===== src/rtl/seg7_pkg.sv =====
// Shared 7-segment definitions used by both the encoder and the frame decoder,
// so both directions of the link work from one code table.
package seg7_pkg;

    localparam int DIGIT_W = 4;

    // Active-low segment codes: bit7 = DP (kept off, i.e. 1), bits6:0 = g..a.
    localparam logic [7:0] SEG_0     = 8'hC0;
    localparam logic [7:0] SEG_1     = 8'hF9;
    localparam logic [7:0] SEG_2     = 8'hA4;
    localparam logic [7:0] SEG_3     = 8'hB0;
    localparam logic [7:0] SEG_4     = 8'h99;
    localparam logic [7:0] SEG_5     = 8'h92;
    localparam logic [7:0] SEG_6     = 8'h82;
    localparam logic [7:0] SEG_7     = 8'hF8;
    localparam logic [7:0] SEG_8     = 8'h80;
    localparam logic [7:0] SEG_9     = 8'h90;
    localparam logic [7:0] SEG_BLANK = 8'hFF;

    // One decoded beat as held in the stage-1 register.
    typedef struct packed {
        logic [DIGIT_W-1:0] digit;
        logic               is_digit;
        logic               is_blank;
        logic               is_illegal;
        logic               last;
    } beat_t;

endpackage


===== src/rtl/seg7_pattern_decode.sv =====
// Combinational classifier: segment code -> decimal digit plus class flags.
// Exactly one of is_digit / is_blank / is_illegal is set for every code.
module seg7_pattern_decode
    import seg7_pkg::*;
(
    input  logic [7:0]         seg,
    output logic [DIGIT_W-1:0] digit,
    output logic               is_digit,
    output logic               is_blank,
    output logic               is_illegal
);

    // Table lookup of the ten digit patterns and the blank pattern.
    always_comb begin
        // NOTE: every output gets a default before the case so no path leaves
        // a signal unassigned, which would otherwise infer a latch.
        digit      = '0;
        is_digit   = 1'b1;
        is_blank   = 1'b0;
        is_illegal = 1'b0;
        case (seg)
            SEG_0:     digit = 4'd0;
            SEG_1:     digit = 4'd1;
            SEG_2:     digit = 4'd2;
            SEG_3:     digit = 4'd3;
            SEG_4:     digit = 4'd4;
            SEG_5:     digit = 4'd5;
            SEG_6:     digit = 4'd6;
            SEG_7:     digit = 4'd7;
            SEG_8:     digit = 4'd8;
            SEG_9:     digit = 4'd9;
            SEG_BLANK: begin
                is_digit = 1'b0;
                is_blank = 1'b1;
            end
            // Anything else, including every code with the DP segment lit.
            default: begin
                is_digit   = 1'b0;
                is_illegal = 1'b1;
            end
        endcase
    end

endmodule


===== src/rtl/seg7_frame_decoder.sv =====
// Receive side of the 7-segment link: decodes a stream of segment codes
// (most significant digit first) into one binary value per frame.
// Pipeline: stage-1 decode register -> accumulator (emits a finished-frame
// register) -> held output register. A held, unaccepted result freezes all
// stages and drops in_ready.
module seg7_frame_decoder
    import seg7_pkg::*;
#(
    parameter int NDIGITS = 3,
    parameter int OUT_W   = 10
) (
    input  logic             clk,
    input  logic             rst,
    input  logic             in_valid,
    output logic             in_ready,
    input  logic [7:0]       in_seg,
    input  logic             in_last,
    output logic             out_valid,
    input  logic             out_ready,
    output logic [OUT_W-1:0] out_value,
    output logic [1:0]       out_ndigits,
    output logic             out_error
);

    logic stall;

    // Decoder outputs for the beat currently on the input.
    logic [DIGIT_W-1:0] dec_digit;
    logic               dec_is_digit;
    logic               dec_is_blank;
    logic               dec_is_illegal;

    // Stage 1.
    logic  s1_valid;
    beat_t s1;

    // Accumulator state for the frame in progress.
    logic [OUT_W-1:0] acc;
    logic [1:0]       cnt;
    logic             err;

    // Accumulator state after folding in the stage-1 entry.
    logic [OUT_W-1:0] acc_upd;
    logic [1:0]       cnt_upd;
    logic             err_upd;

    // Finished frame waiting to move into the output register.
    logic             frm_valid;
    logic [OUT_W-1:0] frm_value;
    logic [1:0]       frm_ndigits;
    logic             frm_error;

    // The only reason to stop is a result the consumer has not taken yet;
    // in_ready never looks at in_valid.
    assign stall    = out_valid & ~out_ready;
    assign in_ready = ~stall;

    seg7_pattern_decode u_decode (
        .seg        (in_seg),
        .digit      (dec_digit),
        .is_digit   (dec_is_digit),
        .is_blank   (dec_is_blank),
        .is_illegal (dec_is_illegal)
    );

    // Stage 1: capture the decoded beat whenever one is accepted.
    always_ff @(posedge clk or posedge rst) begin
        // NOTE: state registers use non-blocking assignments so every stage
        // samples the pre-edge value of the stage before it.
        if (rst) begin
            s1_valid <= 1'b0;
            s1       <= '0;
        end else if (!stall) begin
            s1_valid <= in_valid;
            if (in_valid) begin
                s1.digit      <= dec_digit;
                s1.is_digit   <= dec_is_digit;
                s1.is_blank   <= dec_is_blank;
                s1.is_illegal <= dec_is_illegal;
                s1.last       <= in_last;
            end
        end
    end

    // Fold the stage-1 entry into the running frame: digits shift in while
    // there is room, surplus digits and illegal codes only raise the error.
    always_comb begin
        acc_upd = acc;
        cnt_upd = cnt;
        err_upd = err;
        if (s1_valid) begin
            if (s1.is_digit) begin
                if (cnt < 2'(NDIGITS)) begin
                    acc_upd = OUT_W'(acc * OUT_W'(10)) + OUT_W'(s1.digit);
                    cnt_upd = cnt + 2'd1;
                end else begin
                    err_upd = 1'b1;
                end
            end else if (s1.is_illegal) begin
                err_upd = 1'b1;
            end
        end
    end

    // Stage 2: advance the accumulator; on the last beat hand the frame off
    // and start the next one from zero in the same cycle.
    always_ff @(posedge clk or posedge rst) begin
        if (rst) begin
            acc         <= '0;
            cnt         <= '0;
            err         <= 1'b0;
            frm_valid   <= 1'b0;
            frm_value   <= '0;
            frm_ndigits <= '0;
            frm_error   <= 1'b0;
        end else if (!stall) begin
            frm_valid <= s1_valid & s1.last;
            if (s1_valid && s1.last) begin
                frm_value   <= acc_upd;
                frm_ndigits <= cnt_upd;
                frm_error   <= err_upd;
                acc         <= '0;
                cnt         <= '0;
                err         <= 1'b0;
            end else begin
                acc <= acc_upd;
                cnt <= cnt_upd;
                err <= err_upd;
            end
        end
    end

    // Output register: load a finished frame, or retire the current result
    // once taken. Frozen while the consumer holds off.
    always_ff @(posedge clk or posedge rst) begin
        if (rst) begin
            out_valid   <= 1'b0;
            out_value   <= '0;
            out_ndigits <= '0;
            out_error   <= 1'b0;
        end else if (!stall) begin
            if (frm_valid) begin
                out_valid   <= 1'b1;
                out_value   <= frm_value;
                out_ndigits <= frm_ndigits;
                out_error   <= frm_error;
            end else begin
                out_valid <= 1'b0;
            end
        end
    end

endmodule


===== config.mk =====
export PLATFORM = sky130hd
export DESIGN_NAME = seg7_frame_decoder
export DESIGN_NICKNAME = d
export VERILOG_FILES = /design/src/rtl/seg7_pkg.sv /design/src/rtl/seg7_pattern_decode.sv /design/src/rtl/seg7_frame_decoder.sv
export SDC_FILE = /design/constraint.sdc
export NUM_CORES = 1
export LEC_CHECK = 0
export ABC_AREA = 1
export ABC_CLOCK_PERIOD_IN_PS = 2000
export BUFFER_PORTS_ARGS = -buffer_cell sky130_fd_sc_hd__buf_4
export CORE_AREA = 5 5 99 64
export DETAILED_ROUTE_END_ITERATION = 8
export DIE_AREA = 0 0 104 69
export GPL_TIMING_DRIVEN = 0
export PLACE_DENSITY = 0.82
export SKIP_LAST_GASP = 1
export SLEW_MARGIN = 20
export SYNTH_ARGS = -nofsm -noshare
export SYNTH_HDL_FRONTEND = slang
export SYNTH_SLANG_ARGS = --single-unit

===== constraint.sdc =====
create_clock -name clk -period 2 [get_ports clk]
set_input_delay 0.1 -clock clk [delete_from_list [all_inputs] [get_ports clk]]
set_output_delay 0.1 -clock clk [all_outputs]
set_load 0.02 [all_outputs]

==> metrics.md, run 1 <==
| Metric | Value |
|---|---|
| Status | finished, violations left |
| Failing checks | setup timing |
| P_int | 2.716 mW |
| CTS Sinks | 49 |
| Min-Delay Path Depth | 4 |
| Total Power | 4.798 mW |
| Syn. warnings | 0 |
| Seq pwr share | 33.6% |
| Largest net degree at the start of global routing | 36 |
| Syn_area_per_cell | 8.222 um2 |
| TritonRoute pass-1 iters | 5 |
| WP data required | 2.20 ns |
| Initial antenna violation count | 0 |
| Top post-synthesis cells by area | dfrtp_1, nand2_1, ha_1, inv_1, o21ai_0 |
| Clock buffer depth | 2 |
| Combinational power share | 54.3% |
| Synth top area share | 45.33% |
| Placed cell count | 426 |
| Worst-Skew Late Latency | 0.31 ns |
| Detail Route Antenna Nets | 0 |
| Layout area overhead | 21.55% |
| Global-route wire length before repair | 10,370 um |
| Seq/Total Area, Yosys | 45.33% |
| Vias in the first global route | 2,257 |
| CTS tree | done |
| Initial Util | 50.47% |
| Crit Path Category | reg -> reg |
| Metal2 WL | 2752 um |
| Reg-to-reg critical path endpoint | frm_value[9] |
| Met3 Routed Length | 510 um |
| Pwr Density | 1459 nW/um2 |
| Total GRT Usage | 17.53% |
| Uppermost routed layer | met4 |
| TritonCTS Buffers | 5 |
| Slew Viols, Final | 0 |
| Final min period | 2.305 ns |
| Reg2Reg Launch Point | acc[1] |
| Switching Power | 2.081 mW |
| Port Buf Inserts | 27 |
| P_leak | 1.703 nW |
| Die Span X | 104 um |
| RSZ-0062 raised after global routing | true |
| Post-Route M1 WL | 2790 um |
| Via-to-Cell Ratio | 5.403 |
| Global route overflow | 0 |
| Switching share of power | 43.38% |
| Routed WL | 6154 um |
| WL/cell | 13.86 um |
| Core area | 5360 um2 |
| Min-Delay Startpoint | out_ready |
| Fillers | 432 |
| Setup violators final | 10 |
| Number of H-tree levels | 2 |
| Post-Route Setup TNS | -2.761 ns |
| Commonest non-fill, non-tap cells in the layout | nand2_1, dfrtp_1, inv_1, buf_4, o21ai_0 |
| Die Height | 69 um |
| Total number of vias | 2,399 |
| Cells after Synth | 329 |
| DP HPWL | 4624 um |
| Final Hold Fails | 0 |
| Mapped Nets | 358 |
| Hold Path Class | in -> reg |
| Worst R2R Setup Slack | -0.31 ns |
| R2R depth | 14 |
| Commonest non-fill, non-tap cell in the layout | nand2_1 |
| # Max-Cap Violations | 0 |
| Gpl congestion | 0.8655 |
| Period Utilization, post-route | 115.3% |
| Finished Layout Cells | 444 |
| Ports | 28 |
| Setup Skew | 0.008536 ns |
| Crit end category | flip-flop |
| CP max FO | 3 |
| Iter 0 DRT Violations | 129 |
| Nets | 403 |
| Number of synthesized register bits | 49 |
| Clock Tree Root | clkbuf_8 |
| Worst-margin pin slew | 0.5765 ns |
| Cell accounting for the most synthesized area | dfrtp_1 |
| Share of power burned in the clock network | 12.1% |
| Core Rows | 21 |
| Ant diodes | 0 |
| CTS clk-pin slew, worst paths | 0.09 ns |
| Worst slew margin | 61.43% |
| Hold Slack | 0.07943 ns |
| Hold endpoint | acc[7] |
| Critical path startpoint category | flip-flop |
| Worst ir drop on vdd | 0.6755 mV |
| Syn Std Cell Area | 2705 um2 |
| CP Data Arrival Time | 2.51 ns |
| Synth cell types | 27 |
| Fmax | 433.8 MHz |
| Share of layout cells above drive strength 1 | 22.13% |
| DRC Markers | 0 |
| Setup ws final | -0.3054 ns |
| DIE AREA | 7176 um2 |
-- stage by stage --
stage	util, %	cell area [um2]	setup WS (ns)
after floorplan	-	2718	-0.1365
after global placement	56.09	3007	-0.2817
after detailed placement	56.47	3027	-0.3422
after CTS	60.97	3268	-0.2972
after global routing	61.34	3288	-0.3671
final	61.34	3288	-0.3054
-- worst max path at each step --
stage	start	end	slack (ns)	cells after the start
finish	acc[1]	frm_value[9]	-0.31	14
global route	acc[1]	frm_value[9]	-0.37	14
CTS	acc[3]	frm_value[9]	-0.30	14
detailed placement	acc[3]	frm_value[9]	-0.34	14
global placement	acc[3]	frm_value[9]	-0.28	14
floorplan	acc[1]	acc[9]	-0.14	14
-- cells in the mapped netlist (all sizes together) --
library cell / n
nand2: 95
dfrtp: 49
inv: 43
o21ai: 33
nand3: 28
nor2: 17
ha: 14
mux2: 12
o22ai: 7
a21oi: 6
nand4: 4
nor3: 4
clkbuf: 3
xnor2: 3
buf: 2
fa: 2
or2: 2
a21boi: 1
a31oi: 1
and2: 1
nor4: 1
xor2: 1
-- worst max-delay path: stages, from the launching register on --
cell and delay [ns]:
dfrtp_1 0.43, ha_4 0.27, ha_4 0.16, fa_2 0.54
nand2_2 0.05, inv_2 0.07, nand2_4 0.06, nor2_4 0.11
nand3_2 0.08, nor2_1 0.10, nand2_1 0.06, nand2_1 0.07
nand2_2 0.07, nand3_2 0.06, nand2_1 0.06
-- power by group through the flow --
stage / Combinational (mW) / Sequential [mW] / Clock, mW
after floorplan: 1.55 / 1.71 / 0
after detailed placement: 2.27 / 1.63 / 0
after global routing: 2.89 / 1.66 / 0.635
final: 2.61 / 1.61 / 0.579
after global placement: 2.18 / 1.61 / 0
after CTS: 2.53 / 1.61 / 0.589
-- registers in the layout, summed over array words and instances, names as in the netlist --
register / cells
acc: 10
frm_value: 10
out_value: 10
s1: 7
cnt: 2
frm_ndigits: 2
out_ndigits: 2
err: 1
frm_error: 1
frm_valid: 1
out_error: 1
out_valid: 1
s1_valid: 1
-- timing repair --
item                                    CTS  global route
hold buffers                              2             0
setup buffers                             8             0
pin swaps                                12             5
resized for setup                        15             5
endpoints found under the setup margin   10            12
hold endpoints to repair                 15             0
-- cell type report --
class / instances / area, um2 / area share, %
Timing Repair Buffer: 38 / 306.5 / 9.323
Sequential cell: 49 / 1226 / 37.29
Tap cell: 69 / 86.33 / 2.626
Multi-Input combinational cell: 232 / 1394 / 42.39
Inverter: 43 / 161.4 / 4.909
Buffer: 5 / 26.28 / 0.7991
Clock buffer: 6 / 72.57 / 2.207
Clock inverter: 2 / 15.01 / 0.4566
-- cells by family after synthesis --
group,count (synthesis),synth area share [%]
buffers and inverters,48,6.938
DFF,49,45.33
AOI/OAI and AO/OA,48,9.343
and+or+nand+nor,152,24.14
adders and majority gates,16,7.956
xor gates and xnor gates,4,1.295
muxes,12,4.995
-- per-layer routing --
| metal | global-route usage, % | vias to the layer above |
|---|---|---|
| met5 | 0 | - |
| met4 | 5.172 | 0 |
| li1 | - | 1170 |
| met1 | 24.26 | 1108 |
| met2 | 27.26 | 105 |
| met3 | 4.478 | 16 |
Note: power is estimated with default switching activity, not from simulation.
==> run 2, diff against run 1 <==
CORE_AREA = 5 5 101 65   (was 5 5 99 64)
CTS_CLUSTER_SIZE = 16   (was not set)
DIE_AREA = 0 0 106 70   (was 0 0 104 69)
PLACE_DENSITY = 0.79   (was 0.82)
==> metrics.md, run 2 (synthesis results as in run 1) <==
| Metric | Value |
|---|---|
| Setup violators final | 10 (unchanged) |
| Fmax | 433.0 MHz (-0.18%) |
| Max stage delay on crit path | 0.54 ns (about the same) |
| Layout area overhead | 23.22% |
| Via-to-Cell Ratio | 5.259 (-2.7%) |
| Critical-path cell list | ha_4 > ha_4 > fa_2 > nand2_2 > inv_2 > nand2_4 > nor2_4 > nand3_2 > nor2_1 > nand2_1 > nand2_2 > nand2_2 > nand3_1 > nand2_1 |
| Status | finished, violations left |
| Die Height | 70 um (+1.4%) |
| Total number of vias | 2,335 (-2.7%) |
| Detail Route Antenna Nets | 0 (unchanged) |
| P_leak | 1.702 nW (about the same) |
| Gpl congestion | 0.8731 (+0.88%) |
| Global-route wire length before repair | 10,380 um (about the same) |
| Critical path startpoint category | flip-flop |
| DRC Markers | 0 (unchanged) |
| Total Power | 5.094 mW (+6.2%) |
| Number of H-tree levels | 2 (unchanged) |
| CP dominant cell by count | nand2_2 |
| Die Span X | 106 um (+1.9%) |
| CP max FO | 3 (unchanged) |
| Clock Tree Root | clkbuf_8 |
| Failing checks | setup timing |
| Biggest regs | acc: 10 flops, frm_value: 10 flops, out_value: 10 flops |
| Hold Path Class | in -> reg |
| Clock buffer depth | 2 (unchanged) |
| WP data required | 2.19 ns (about the same) |
| Ports | 28 (unchanged) |
| Commonest non-fill, non-tap cell in the layout | nand2_1 |
| Worst ir drop on vdd | 0.7946 mV (+18%) |
| Crit Path Category | reg -> reg |
| WL/cell | 13.82 um (-0.29%) |
| Final Hold Fails | 0 (unchanged) |
| RSZ-0062 raised after global routing | true |
| Worst path top cell family by delay | adder cells |
| CP Data Arrival Time | 2.50 ns (about the same) |
| Crit end category | flip-flop |
| Setup Skew | 0.007911 ns (-0.0006248 ns) |
| Slew Viols, Final | 0 (unchanged) |
| CP Buf/Inv Count | 1 (unchanged) |
| Vias in the first global route | 2,223 (-1.5%) |
| Iter 0 DRT Violations | 109 (-16%) |
| Ant diodes | 0 (unchanged) |
| Critical path's slowest cell | fa_2 |
| Final min period | 2.310 ns (+0.004216 ns) |
| Commonest non-fill, non-tap cells in the layout | nand2_1, dfrtp_1, inv_1, buf_4, o21ai_0 |
| Pwr Density | 1528 nW/um2 (+4.7%) |
| # Max-Cap Violations | 0 (unchanged) |
| Post-Route Setup TNS | -2.253 ns (+0.5078 ns) |
| DIE AREA | 7420 um2 (+3.4%) |
| Total GRT Usage | 16.93% (-0.60 points) |
| Share of layout cells above drive strength 1 | 22.93% (+0.80 points) |
| Period Utilization, post-route | 115.5% (+0.21 points) |
| Initial antenna violation count | 0 (unchanged) |
| TritonCTS Buffers | 5 (unchanged) |
| CTS clk-pin slew, worst paths | 0.09 ns (about the same) |
| CTS Sinks | 49 (unchanged) |
| Worst-margin pin slew | 0.5538 ns (-0.02264 ns) |
| Worst slew margin | 62.94% (+1.5 points) |
| Routed WL | 6136 um (-0.29%) |
| CTS tree | done |
| DP HPWL | 4574 um (-1.1%) |
| Worst-Skew Late Latency | 0.30 ns (about the same) |
| Core Rows | 21 (unchanged) |
| Core area | 5465 um2 (+2.0%) |
| Setup ws final | -0.3096 ns (-0.004216 ns) |
| Largest net degree at the start of global routing | 37 (+2.8%) |
| Global route overflow | 0 (unchanged) |
| Nets | 403 (unchanged) |
| Port Buf Inserts | 27 (unchanged) |
| Initial Util | 49.50% (-0.97 points) |
| TritonRoute pass-1 iters | 4 (-1) |
[run 2: changes by cell type in the layout (fill, tap and decap cells not counted), sizes merged]
cell,previous run,this run
bufinv,0,1
clkinvlp,2,1
[run 2: area by class of cell]
class	instances	area, um2
plain buffers	5	26.28
clock buffers	6	82.58
clock inverters	2	37.54
fillers	483	2132
inverters	43	161.4
multi-input cells	232	1409
flip-flops and latches	49	1227
well taps	69	86.33
repair buffers	38	302.8
[run 2: final timing paths]
kind                                 from      endpoint  slack [ns]  cells after the start
worst max-delay path               acc[1]  frm_value[9]       -0.31                     14
worst min-delay path            out_ready        acc[7]        0.09                      4
worst max register to register     acc[1]  frm_value[9]       -0.31                     14
worst min register to register  frm_error     frm_error        0.49                      2
max in group asynchronous             rst        acc[2]        1.19                      4
min in group asynchronous             rst  out_value[0]        0.31                      3
[run 2: metrics by stage]
| step | utilization [%] | setup slack (ns) | hold slack, ns | cell area, um2 | std cells |
|---|---|---|---|---|---|
| finish | 60.99 | -0.3096 | 0.08734 | 3333 | 444 |
| global route | 60.99 | -0.4303 | 0.1026 | 3333 | 444 |
| CTS | 59.68 | -0.2769 | 0.08086 | 3262 | 443 |
| detailed placement | 55.38 | -0.3729 | 0.07866 | 3027 | 426 |
| global placement | 55.01 | -0.2762 | 0.3000 | 3007 | 425 |
| floorplan | - | -0.1365 | 0.2096 | 2718 | 329 |
[run 2: routing by layer]
layer  wire length, um  up-vias  track usage [%]
li1                  -     1171                -
met4                 2        0            1.724
met5                 0        -                0
met1              2986     1095            24.50
met2              2859       67            27.33
met3               287        2            3.407
[run 2: what timing repair did]
item | CTS | global route
buffers inserted | 7 | 1
pin swaps | 13 | 9
hold buffers | 2 | 0
resized for setup | 6 | 17
hold endpoints to repair | 14 | 0
setup endpoints to repair | 10 | 10
[run 2: tightest hold or removal path, stage by stage]
cell and delay, ns:
buf_4 0.09, nor2_4 0.06, nand2_1 0.06, nand2_1 0.04
[run 2: power breakdown]
group	switching, mW	leakage (nW)	total (mW)	internal, mW
clock	0.333	0.0574	0.740	0.407
sequential	0.257	0.624	1.63	1.37
combinational	1.53	1.02	2.73	1.19
total	2.12	1.70	5.09	2.97
==> run 3, diff against run 2 <==
ABC_CLOCK_PERIOD_IN_PS = 2900   (was 2000)
PLACE_DENSITY = 0.77   (was 0.79)
SETUP_SLACK_MARGIN = 0.4   (was not set)
TNS_END_PERCENT = 50   (was not set)
clock period = 2.9 ns   (was 2 ns; I/O delays follow)
==> metrics.md, run 3 (synthesis results as in run 1) <==
| Metric | Value |
|---|---|
| Iter 0 DRT Violations | 88 (-19%) |
| Setup violators final | 0 (-10) |
| Biggest regs | acc: 10 flops, frm_value: 10 flops, out_value: 10 flops |
| Worst-margin pin slew | 0.4980 ns (-0.05588 ns) |
| Number of H-tree levels | 2 (unchanged) |
| Initial Util | 49.50% (unchanged) |
| Vias in the first global route | 2,234 (+0.49%) |
| Die Height | 70 um (unchanged) |
| Worst R2R Setup Slack | 0.54 ns (+0.85 ns) |
| Hold Path Class | in -> reg |
| Final min period | 2.360 ns (+0.04994 ns) |
| CP endpoint | acc[9] |
| CTS Sinks | 49 (unchanged) |
| Setup Skew | 0.005381 ns (-0.002530 ns) |
| Switching share of power | 43.02% (+1.3 points) |
| Pwr Density | 989.2 nW/um2 (-35%) |
| Worst slew margin | 66.68% (+3.7 points) |
| Routed WL | 5709 um (-7.0%) |
| Largest net degree at the start of global routing | 32 (-14%) |
| Layout area overhead | 15.77% |
| Total Power | 3.098 mW (-39%) |
| Core area | 5465 um2 (unchanged) |
| Global-route wire length before repair | 10,230 um (-1.4%) |
| CTS clk-pin slew, worst paths | 0.09 ns (about the same) |
| Via-to-Cell Ratio | 5.248 (-0.21%) |
| Fmax | 423.8 MHz (-2.1%) |
| P_leak | 1.628 nW (-4.4%) |
| Post-Route Setup TNS | 0 ns (+2.253 ns) |
| Global route overflow | 0 (unchanged) |
| Initial antenna violation count | 0 (unchanged) |
| Clock Tree Root | clkbuf_8 |
| # Max-Cap Violations | 0 (unchanged) |
| Die Span X | 106 um (unchanged) |
| TritonRoute pass-1 iters | 4 (unchanged) |
| Detail Route Antenna Nets | 0 (unchanged) |
| Total number of vias | 2,288 (-2.0%) |
| Ports | 28 (unchanged) |
| Port Buf Inserts | 27 (unchanged) |
| Seq pwr share | 35.8% (+3.8 points) |
| RSZ-0062 raised after global routing | true |
| Commonest non-fill, non-tap cells in the layout | nand2_1, dfrtp_1, inv_1, o21ai_0, buf_4 |
| P_int | 1.765 mW (-41%) |
| Ant diodes | 0 (unchanged) |
| CTS tree | done |
| Critical path startpoint category | flip-flop |
| CP startpoint | acc[1] |
| Share of layout cells above drive strength 1 | 17.17% (-5.8 points) |
| Combinational power share | 51.4% (-2.1 points) |
| Worst ir drop on vdd | 0.5037 mV (-37%) |
| R2R depth | 14 (unchanged) |
| Reg2Reg Launch Point | acc[1] |
| Clock buffer depth | 2 (unchanged) |
| Nets | 395 (-2.0%) |
| WL/cell | 13.09 um (-5.3%) |
| Core Rows | 21 (unchanged) |
| CP Data Arrival Time | 2.56 ns (+0.06 ns) |
| DP HPWL | 4547 um (-0.61%) |
| Commonest non-fill, non-tap cell in the layout | nand2_1 |
| Share of power burned in the clock network | 12.8% (-1.7 points) |
| Slew Viols, Final | 0 (unchanged) |
| CP max FO | 3 (unchanged) |
| Total GRT Usage | 16.71% (-0.22 points) |
| Worst-Skew Late Latency | 0.30 ns (about the same) |
| Period Utilization, post-route | 81.36% (-34 points) |
| Crit end category | flip-flop |
| WP data required | 3.10 ns (+0.91 ns) |
| Crit Path Category | reg -> reg |
| Gpl congestion | 0.8600 (-1.5%) |
| Status | complete, no violations |
| TritonCTS Buffers | 5 (unchanged) |
| DIE AREA | 7420 um2 (unchanged) |
| DRC Markers | 0 (unchanged) |
| Final Hold Fails | 0 (unchanged) |
| Switching Power | 1.333 mW (-37%) |
| Pre-CTS setup slack | 0.4868 ns (+0.8597 ns) |
| Setup ws final | 0.5405 ns (+0.8501 ns) |
| Reg-to-reg critical path endpoint | acc[9] |
## run 3: critical path, cell delays in order (launching register included)
cell and delay, ns:
dfrtp_1 0.42, ha_1 0.31, ha_2 0.21, fa_1 0.51, nand2_1 0.07, inv_2 0.07
nand2_2 0.08, nor2_4 0.12, nand3_1 0.08, nor2_1 0.09, nand2_1 0.05, nand2_1 0.05
nand2_1 0.07, nand3_1 0.08, nand2_1 0.06
## run 3: metrics by stage
| stage | hold slack [ns] | instances | utilization [%] | instance area, um2 |
|---|---|---|---|---|
| after floorplan | 0.2546 | 329 | - | 2705 |
| after detailed placement | 0.1741 | 426 | 55.15 | 3014 |
| after global routing | 0.06420 | 436 | 57.30 | 3132 |
| after CTS | 0.03784 | 435 | 56.94 | 3112 |
| after global placement | 0.3452 | 425 | 54.78 | 2994 |
| final | 0.03979 | 436 | 57.30 | 3132 |
## run 3: how the worst min path moves through the flow
| stage | from | end | slack (ns) | cells after the start |
|---|---|---|---|---|
| after floorplan | in_last | s1[0] | 0.25 | 2 |
| after global placement | in_last | s1[0] | 0.35 | 3 |
| after detailed placement | rst | out_ndigits[0] | 0.17 | 2 |
| after CTS | in_last | s1[0] | 0.04 | 3 |
| after global routing | in_last | s1[0] | 0.06 | 3 |
| final | in_last | s1[0] | 0.04 | 3 |
## run 3: layout make-up
type / instances / area, um2
Clock inverter: 2 / 15.01
Multi-Input combinational cell: 232 / 1304
Fill cell: 488 / 2333
Clock buffer: 6 / 72.57
Sequential cell: 49 / 1226
Inverter: 43 / 161.4
Buffer: 5 / 26.28
Timing Repair Buffer: 30 / 240.2
Tap cell: 69 / 86.33
## run 3: timing repair
action                                  in CTS  in global routing
hold endpoints to repair                    18                  0
buffers inserted                             0                  1
hold buffers                                 1                  0
endpoints found under the setup margin       0                  5
resized for setup                            0                  4
## run 3: layer usage
metal | vias up | GRT usage, % | part of all wire (%)
met5 | - | 0 | 0
met4 | 0 | 3.017 | 0.44
met3 | 3 | 4.144 | 7.0
met2 | 51 | 25.56 | 43
met1 | 1085 | 24.30 | 49
li1 | 1149 | - | -
## run 3: power groups by stage
stage	sequential [mW]	combinational [mW]	clock [mW]
after global routing	1.15	1.80	0.436
after detailed placement	1.13	1.54	0
after global placement	1.11	1.48	0
final	1.11	1.59	0.397
after floorplan	1.18	1.04	0
after CTS	1.11	1.55	0.401
